===== src/rtl/regfile_pkg.sv =====
// regfile_pkg
// Shared definitions for the register file port arbiter slice.
//   DW, AW, NREG : register file geometry (16-bit words, 8 registers)
//   state_t      : arbiter FSM states
//   req_t        : one latched requester transaction (op, address, data)
package regfile_pkg;

  localparam int DW   = 16;
  localparam int AW   = 3;
  localparam int NREG = 8;

  typedef enum logic [1:0] {
    IDLE  = 2'd0,
    ISSUE = 2'd1,
    ACK   = 2'd2
  } state_t;

  typedef struct packed {
    logic          we;
    logic [AW-1:0] addr;
    logic [DW-1:0] wdata;
  } req_t;

endpackage


===== src/rtl/rr_arb2.sv =====
// rr_arb2
// Two-way round-robin picker. Holds the id of the last granted requester
// and, when both request, favours the other one.
//   CLK, RESET : clock, asynchronous active-low reset
//   req_i      : request vector, bit n = requester n
//   en_i       : commit the current pick into the last-grant register
//   gnt_o      : id of the requester picked this cycle
//   valid_o    : at least one requester is asking
module rr_arb2 (
  input  logic       CLK,
  input  logic       RESET,
  input  logic [1:0] req_i,
  input  logic       en_i,
  output logic       gnt_o,
  output logic       valid_o
);

  logic last_q;

  always_comb begin
    valid_o = |req_i;
    case (req_i)
      2'b01:   gnt_o = 1'b0;
      2'b10:   gnt_o = 1'b1;
      2'b11:   gnt_o = ~last_q;
      default: gnt_o = 1'b0;
    endcase
  end

  // Last grant resets to 1 so requester 0 wins the first contested round.
  always_ff @(posedge CLK or negedge RESET) begin
    if (!RESET) begin
      last_q <= 1'b1;
    end else if (en_i && valid_o) begin
      last_q <= gnt_o;
    end
  end

endmodule


===== src/rtl/regfile_port_arbiter.sv =====
// regfile_port_arbiter
// Shares the register file write port and A read port between the datapath
// control (requester 0) and the debug/load port (requester 1). Every
// transaction takes three cycles: IDLE samples and grants, ISSUE drives the
// register file, ACK pulses the winner's acknowledge.
//   CLK, RESET            : clock, asynchronous active-low reset
//   reqN/weN/addrN/wdataN : requester N transaction request
//   ackN, rdataN          : completion pulse and held read data for requester N
//   rf_aa, rf_da, rf_dd   : register file read address, write address, write data
//   rf_rw                 : registered register file write enable
//   rf_ad                 : register file A read data (combinational from rf_aa)
//   gcnt0, gcnt1          : saturating per-requester grant counters
//   busy                  : FSM is outside IDLE
module regfile_port_arbiter
  import regfile_pkg::state_t, regfile_pkg::req_t,
         regfile_pkg::IDLE, regfile_pkg::ISSUE, regfile_pkg::ACK;
#(
  parameter int DW = 16,
  parameter int AW = 3,
  parameter int CW = 8
) (
  input  logic          CLK,
  input  logic          RESET,
  input  logic          req0,
  input  logic          we0,
  input  logic [AW-1:0] addr0,
  input  logic [DW-1:0] wdata0,
  output logic          ack0,
  output logic [DW-1:0] rdata0,
  input  logic          req1,
  input  logic          we1,
  input  logic [AW-1:0] addr1,
  input  logic [DW-1:0] wdata1,
  output logic          ack1,
  output logic [DW-1:0] rdata1,
  output logic [AW-1:0] rf_aa,
  output logic [AW-1:0] rf_da,
  output logic [DW-1:0] rf_dd,
  output logic          rf_rw,
  input  logic [DW-1:0] rf_ad,
  output logic [CW-1:0] gcnt0,
  output logic [CW-1:0] gcnt1,
  output logic          busy
);

  state_t        state_q, state_d;
  req_t          curReq_q, winReq_d;
  logic          gntId_q;
  logic          rfRw_q;
  logic          ack0_q, ack1_q;
  logic [DW-1:0] rdata0_q, rdata1_q;
  logic [CW-1:0] gcnt0_q, gcnt1_q;
  logic          gnt;
  logic          gntValid;

  // The arbiter only commits its pick while the FSM is idle, so requests
  // arriving during ISSUE/ACK are ignored until the next IDLE.
  rr_arb2 uArb (
    .CLK     (CLK),
    .RESET   (RESET),
    .req_i   ({req1, req0}),
    .en_i    (state_q == IDLE),
    .gnt_o   (gnt),
    .valid_o (gntValid)
  );

  always_comb begin
    state_d        = state_q;
    winReq_d.we    = gnt ? we1    : we0;
    winReq_d.addr  = gnt ? addr1  : addr0;
    winReq_d.wdata = gnt ? wdata1 : wdata0;
    case (state_q)
      IDLE:    if (gntValid) state_d = ISSUE;
      ISSUE:   state_d = ACK;
      ACK:     state_d = IDLE;
      default: state_d = IDLE;
    endcase
  end

  // The register file controls come straight from registers; rf_rw is set
  // at the grant edge so it is high for exactly the ISSUE cycle of a write.
  // Read data is captured at the end of ISSUE, and the ack pulse follows in
  // ACK. Acks and rf_rw default low so they are single-cycle.
  always_ff @(posedge CLK or negedge RESET) begin
    if (!RESET) begin
      state_q  <= IDLE;
      curReq_q <= '0;
      gntId_q  <= 1'b0;
      rfRw_q   <= 1'b0;
      ack0_q   <= 1'b0;
      ack1_q   <= 1'b0;
      rdata0_q <= '0;
      rdata1_q <= '0;
      gcnt0_q  <= '0;
      gcnt1_q  <= '0;
    end else begin
      state_q <= state_d;
      rfRw_q  <= 1'b0;
      ack0_q  <= 1'b0;
      ack1_q  <= 1'b0;
      case (state_q)
        IDLE: begin
          if (gntValid) begin
            curReq_q <= winReq_d;
            gntId_q  <= gnt;
            rfRw_q   <= winReq_d.we;
            if (gnt) begin
              if (gcnt1_q != '1) gcnt1_q <= gcnt1_q + CW'(1);
            end else begin
              if (gcnt0_q != '1) gcnt0_q <= gcnt0_q + CW'(1);
            end
          end
        end
        ISSUE: begin
          if (!curReq_q.we) begin
            if (gntId_q) rdata1_q <= rf_ad;
            else         rdata0_q <= rf_ad;
          end
          if (gntId_q) ack1_q <= 1'b1;
          else         ack0_q <= 1'b1;
        end
        default: ;
      endcase
    end
  end

  assign rf_aa  = curReq_q.addr;
  assign rf_da  = curReq_q.addr;
  assign rf_dd  = curReq_q.wdata;
  assign rf_rw  = rfRw_q;
  assign ack0   = ack0_q;
  assign ack1   = ack1_q;
  assign rdata0 = rdata0_q;
  assign rdata1 = rdata1_q;
  assign gcnt0  = gcnt0_q;
  assign gcnt1  = gcnt1_q;
  assign busy   = (state_q != IDLE);

endmodule

===== config.mk =====
export PLATFORM = sky130hd
export DESIGN_NAME = regfile_port_arbiter
export DESIGN_NICKNAME = d
export VERILOG_FILES = /design/src/rtl/regfile_pkg.sv /design/src/rtl/rr_arb2.sv /design/src/rtl/regfile_port_arbiter.sv
export SDC_FILE = /design/constraint.sdc
export NUM_CORES = 1
export LEC_CHECK = 0
export BUFFER_PORTS_ARGS = -buffer_cell sky130_fd_sc_hd__buf_4
export CAP_MARGIN = 20
export CELL_PAD_IN_SITES_DETAIL_PLACEMENT = 1
export CELL_PAD_IN_SITES_GLOBAL_PLACEMENT = 1
export CORE_UTILIZATION = 40
export DETAILED_ROUTE_END_ITERATION = 7
export PLACE_DENSITY = 0.95
export SLEW_MARGIN = 0
export SYNTH_ARGS = -nofsm -noshare
export SYNTH_HDL_FRONTEND = slang
export SYNTH_SLANG_ARGS = --single-unit

===== constraint.sdc =====
create_clock -name CLK -period 3.9 [get_ports CLK]
set_input_delay 0.585 -clock CLK [delete_from_list [all_inputs] [get_ports CLK]]
set_output_delay 0.585 -clock CLK [all_outputs]
set_load 0.02 [all_outputs]

Word-level counts from Yosys, hierarchy flattened
Cells that the tools add are included.
{"block": "word_totals", "in_bits": 60, "regBits": 75, "output_inout_bits": 74}
{"block": "classes", "addsub": 2, "reduce_logical": 9, "eq_ne": 6, "mux": 12, "bitwise": 4}
{"operator": "$add A8 B1 Y8 const B", "n": 2}
{"operator": "$mux W16", "n": 1}
{"operator": "$ne A8 B8 Y1 const B", "n": 2}
{"operator": "$reduce_and A4 Y1", "n": 2}
{"operator": "$mux W1", "n": 7}
{"operator": "$reduce_and A3 Y1", "n": 2}
{"operator": "$eq A2 B2 Y1 const B", "n": 2}
{"operator": "$not A1 Y1", "n": 4}
{"operator": "$pmux W2 S2", "n": 1}
{"operator": "$mux W3", "n": 1}
{"operator": "$eq A2 B1 Y1 const B", "n": 1}
{"operator": "$logic_not A2 Y1", "n": 1}
{"operator": "$mux W2", "n": 1}
{"operator": "$ne A2 B2 Y1 const B", "n": 1}
{"operator": "$pmux W1 S2", "n": 1}
{"operator": "$reduce_and A2 Y1", "n": 1}
{"operator": "$reduce_bool A2 Y1", "n": 1}
{"operator": "$reduce_or A2 Y1", "n": 1}
{"operator": "$logic_and A1 B1 Y1", "n": 1}

Longest topological paths before layout
{"block": "depth", "ltp_word": 5, "ltp_mapped": 7, "mapped_depth_nobuf": 5}

Hierarchy
From an unflattened synthesis, not the netlist that was laid out.
{"block": "hier_totals", "cells_unflattened": 270, "area_unflattened_um2": 3372.0}
{"mod": "regfile_port_arbiter", "instances": 1, "cells_each": 265, "seq_area_each_um2": 1851.8, "area_each_um2": 3320.7}
{"mod": "rr_arb2", "instances": 1, "cells_each": 5, "seq_area_each_um2": 26.3, "area_each_um2": 51.3}

Least setup slack after synthesis
OpenSTA, ideal clock, no wires.
{"block": "synth_timing", "kind": "in2reg", "from": "input req1", "to": "register gcnt1_q[5] (netlist: gcnt1[5])", "path_stages": 5, "setup_ns": 0.128, "path_slack_ns": 2.203, "path_buffers": 1, "t_arrival_ns": 1.569, "cell_sequence": "a21bo_1 > buf_6 > nor4_4 > nand3_1 > mux2_1"}
{"block": "synth_between", "elab_chain_len": 3}
{"item": "from (decl)", "line_no": "regfile_port_arbiter.sv:30", "text": "input logic req1,"}
{"item": "$eq A2 B2 Y1", "line_no": "rr_arb2.sv:22", "text": "case (req_i)"}
{"item": "$pmux W1 S2", "line_no": "rr_arb2.sv:22"}
{"item": "$reduce_and A4 Y1 (no line) *"}
{"item": "to (signal assigned)", "line_no": "regfile_port_arbiter.sv:108", "text": "if (gcnt1_q != '1) gcnt1_q <= gcnt1_q + CW'(1);"}
{"item": "to (decl)", "line_no": "regfile_port_arbiter.sv:52", "text": "logic [CW-1:0] gcnt0_q, gcnt1_q;"}
Every way passes the cells marked *; elsewhere a longest branch is shown, timed or not.
A chain may end at the register's enable or synchronous reset.

Worst setup path in the final report
{"block": "layout_timing", "from": "register state_q[1]", "to": "output busy"}
{"block": "layout_between", "elab_chain_len": 1}
{"item": "from (decl)", "line_no": "regfile_port_arbiter.sv:46", "text": "state_t state_q, state_d;"}
{"item": "from (signal assigned)", "line_no": "regfile_port_arbiter.sv:97", "text": "state_q <= state_d;"}
{"item": "$reduce_bool A2 Y1", "line_no": "regfile_port_arbiter.sv:137", "text": "assign busy = (state_q != IDLE);"}
{"item": "to (decl)", "line_no": "regfile_port_arbiter.sv:43", "text": "output logic busy"}
Every way passes these cells.

==> run_results.csv <==
group,metric,value,unit
sta,relSlewSlack,0.373,
sta,worstMarginPinSlew,0.941,ns
placement,dp_hpwl,6220,um
layout,drive_above_1_share,0.496,
sta,fin_setup_tns,0,ns
synthesis,synth_area_leaders,"dfrtp_1 55%, mux2_2 12%, mux2i_1 6.3%",
route,drcViolationCount,0,
critical_path,path_buf_inv,2,
layout,nNetsFinal,452,
critical_path,worstPathMaxFanout,5,
critical_path,end_kind,"primary output",
floorplanning,start_util,0.410,
synthesis,syn_area,3350,um^2
route,vias_per_cell,4.93,
route,drt_iter0_drc,55,
route,wire_per_inst,16.2,um
grt,grtUsageTotal,0.195,
flow_run,drv_cap,0,
sta,slew_violations,0,
floorplanning,die-area,8750,um^2
pwr,vdd_ir_drop_max,0.282,mV
placement,place.gp.congestion,0.808,
placement,port-buffer-count,133,
critical_path,critPathKind,"reg -> out",
cts,clock_latency,0.33,ns
layout,antennaDiodeCount,0,
run_status,status,"finished clean",
synthesis,synth_top_area_share,0.552,
critical_path,slowest_delay,0.38,ns
cts,path_clk_slew,0.08,ns
grt,overflow,0,
route,via_count,2466,
critical_path,path_cells,"nor2_1 > inv_2 > buf_4",
pwr,p_total,3.89,mW
critical_path,crit_family,"flip-flops",
synthesis,yosysUniqueCellTypes,35,
sta,rsz0062_at_grt,"no",
synthesis,syn_nets,335,
synthesis,synth_seq_cells,75,
cts,clockRootBuffer,"clkbuf_8",
synthesis,synth_common_cells,"74 x dfrtp_1, 36 x mux2_2, 27 x nand2_1",
sta,max_freq,539,MHz
synthesis,ys_async_sr_fraction,1.00,
route,first_pass_iters,4,
route,drtAntennaViolNets,0,
floorplanning,die_w,93.6,um
synthesis,yosysSeqAreaShare,0.560,
sta,skew,0.0111,ns
cts,cts_max_path_buffers,2,
synthesis,synth_edf_count,0,
critical_path,rrSetupSlack,2.13,ns
synthesis,synth.largest_area_cell,"dfrtp_1",
synthesis,syn-mean-instance-area,12.3,um^2
cts,cts_htree_levels,3,
route,routed_wl,8090,um
pwr,p_per_area,863,nW/um^2
sta,setup_viol,0,
grt,antenna_found_initial,0,
critical_path,required,3.31,ns
floorplanning,rows,33,
cts,cts_hold_buffers,0,
grt,first_global_vias,2617,
sta,timing.final.crit_share,0.475,
synthesis,synth_ff_type,"dfrtp_1",
grt,grt_pass1_wl,13000,um
floorplanning,core,8180,um^2
critical_path,startpoint_type,"flip-flop",
synthesis,synth_most_common_cell,"dfrtp_1",
floorplanning,die_y,93.6,um
min_path,hp-class,"in -> async",
pwr,power_leakage,2.26,nW
synthesis,ys_warn_count,0,
sta,finalHoldViolations,0,
layout,syn2layout_area_growth,34.5,%
sta,min_period,1.85,ns
cts,cts_made_buffers,9,
grt,grt_max_degree,76,
cts,cts_setup_buffers,0,
cts,clock-sinks,75,
cts,postCtsResizedCells,0,
cts,cts_tree,"done",
synthesis,syn_inst,273,
critical_path,cp_data_arrival_time,1.27,ns
critical_path,crit_slowest_cell,"dfrtp_1",
floorplanning,ios,134,
==> worst reg2reg max path, cell delays in order (launching register included) <==
cell	delay, ns
dfstp_2	0.55
a21bo_1	0.11
buf_4	0.35
nor2_1	0.19
nand2_1	0.14
mux2_1	0.33
==> where the power goes <==
part	switching, mW	leakage, nW	internal, mW
combinational	0.992	1.24	0.855
clock	0.267	0.103	0.359
sequential	0.271	0.913	1.15
==> cells by family after synthesis <==
| family | after synthesis | synth area share |
|---|---|---|
| DFF | 75 | 0.560 |
| and+or+nand+nor | 64 | 0.102 |
| muxes | 60 | 0.194 |
| buffers and inverters | 37 | 0.0746 |
| AOI/OAI and AO/OA | 31 | 0.0519 |
| xor gates and xnor gates | 4 | 0.0104 |
| adders and majority gates | 2 | 0.00746 |
==> per-stage QoR <==
step / util / area (um^2) / std cells / hold slack [ns] / worst slack, ns
2_1_floorplan: - / 3350 / 273 / 0.289 / 2.20
3_3_place_gp: 0.524 / 4290 / 483 / 0.464 / 1.74
3_5_place_dp: 0.526 / 4300 / 484 / 0.475 / 1.82
4_1_cts: 0.552 / 4510 / 500 / 0.415 / 2.01
5_1_grt: 0.552 / 4510 / 500 / 0.458 / 1.94
6_report: 0.552 / 4510 / 500 / 0.386 / 2.05
==> registers in the layout, indices dropped and copies added (netlist names), 2 cells and up <==
name / cells
gcnt1: 8
gcnt0: 8
state_q: 2
rdata0: 16
rf_dd: 16
rdata1: 16
rf_aa: 3
==> layer usage <==
| layer | share of wire | vias up | track usage |
|---|---|---|---|
| li1 | - | 1153 | - |
| met1 | 0.41 | 1208 | 0.229 |
| met2 | 0.51 | 94 | 0.347 |
| met3 | 0.062 | 11 | 0.0407 |
| met4 | 0.013 | 0 | 0.0769 |
| met5 | 0 | - | 0 |
==> area by class of cell <==
| class | instances | area [um^2] |
|---|---|---|
| fillers | 877 | 3670 |
| flip-flops and latches | 75 | 1880 |
| multi-input cells | 161 | 1230 |
| repair buffers | 138 | 1040 |
| clock buffers | 11 | 131 |
| well taps | 105 | 131 |
| clock inverters | 5 | 77.6 |
| inverters | 5 | 18.8 |
==> worst paths after layout <==
kind | from | to | cells past startpoint
max in group asynchronous | RESET | rdata0[2] | 1
worst min-delay path | RESET | gcnt0[2] | 1
worst min register to register | rf_dd[1] | rf_dd[1] | 2
min in group CLK | rf_dd[1] | rf_dd[1] | 2
worst max register to register | uArb.last_q | gcnt1[1] | 5
worst max-delay path | state_q[1] | busy | 3
==> cell usage in the layout, fill, tap and decap left out, types with 2 or more instances in the layout <==
cell       count
buf_4        137
dfrtp_1       74
mux2_2        36
nand2_1       27
mux2i_1       21
o21ai_0       20
nand3_1        9
clkbuf_8       9
and3_1         6
nor2_1         5
nand4_1        4
xnor2_1        4
nand2b_1       3
a21oi_1        3
inv_1          3
mux2_1         3
a21o_1         3
inv_2          2
and2_1         2
o21a_1         2
ha_1           2
clkinv_2       2
clkbuf_1       2
bufinv_16      2
(Power assumes the default switching activity.)
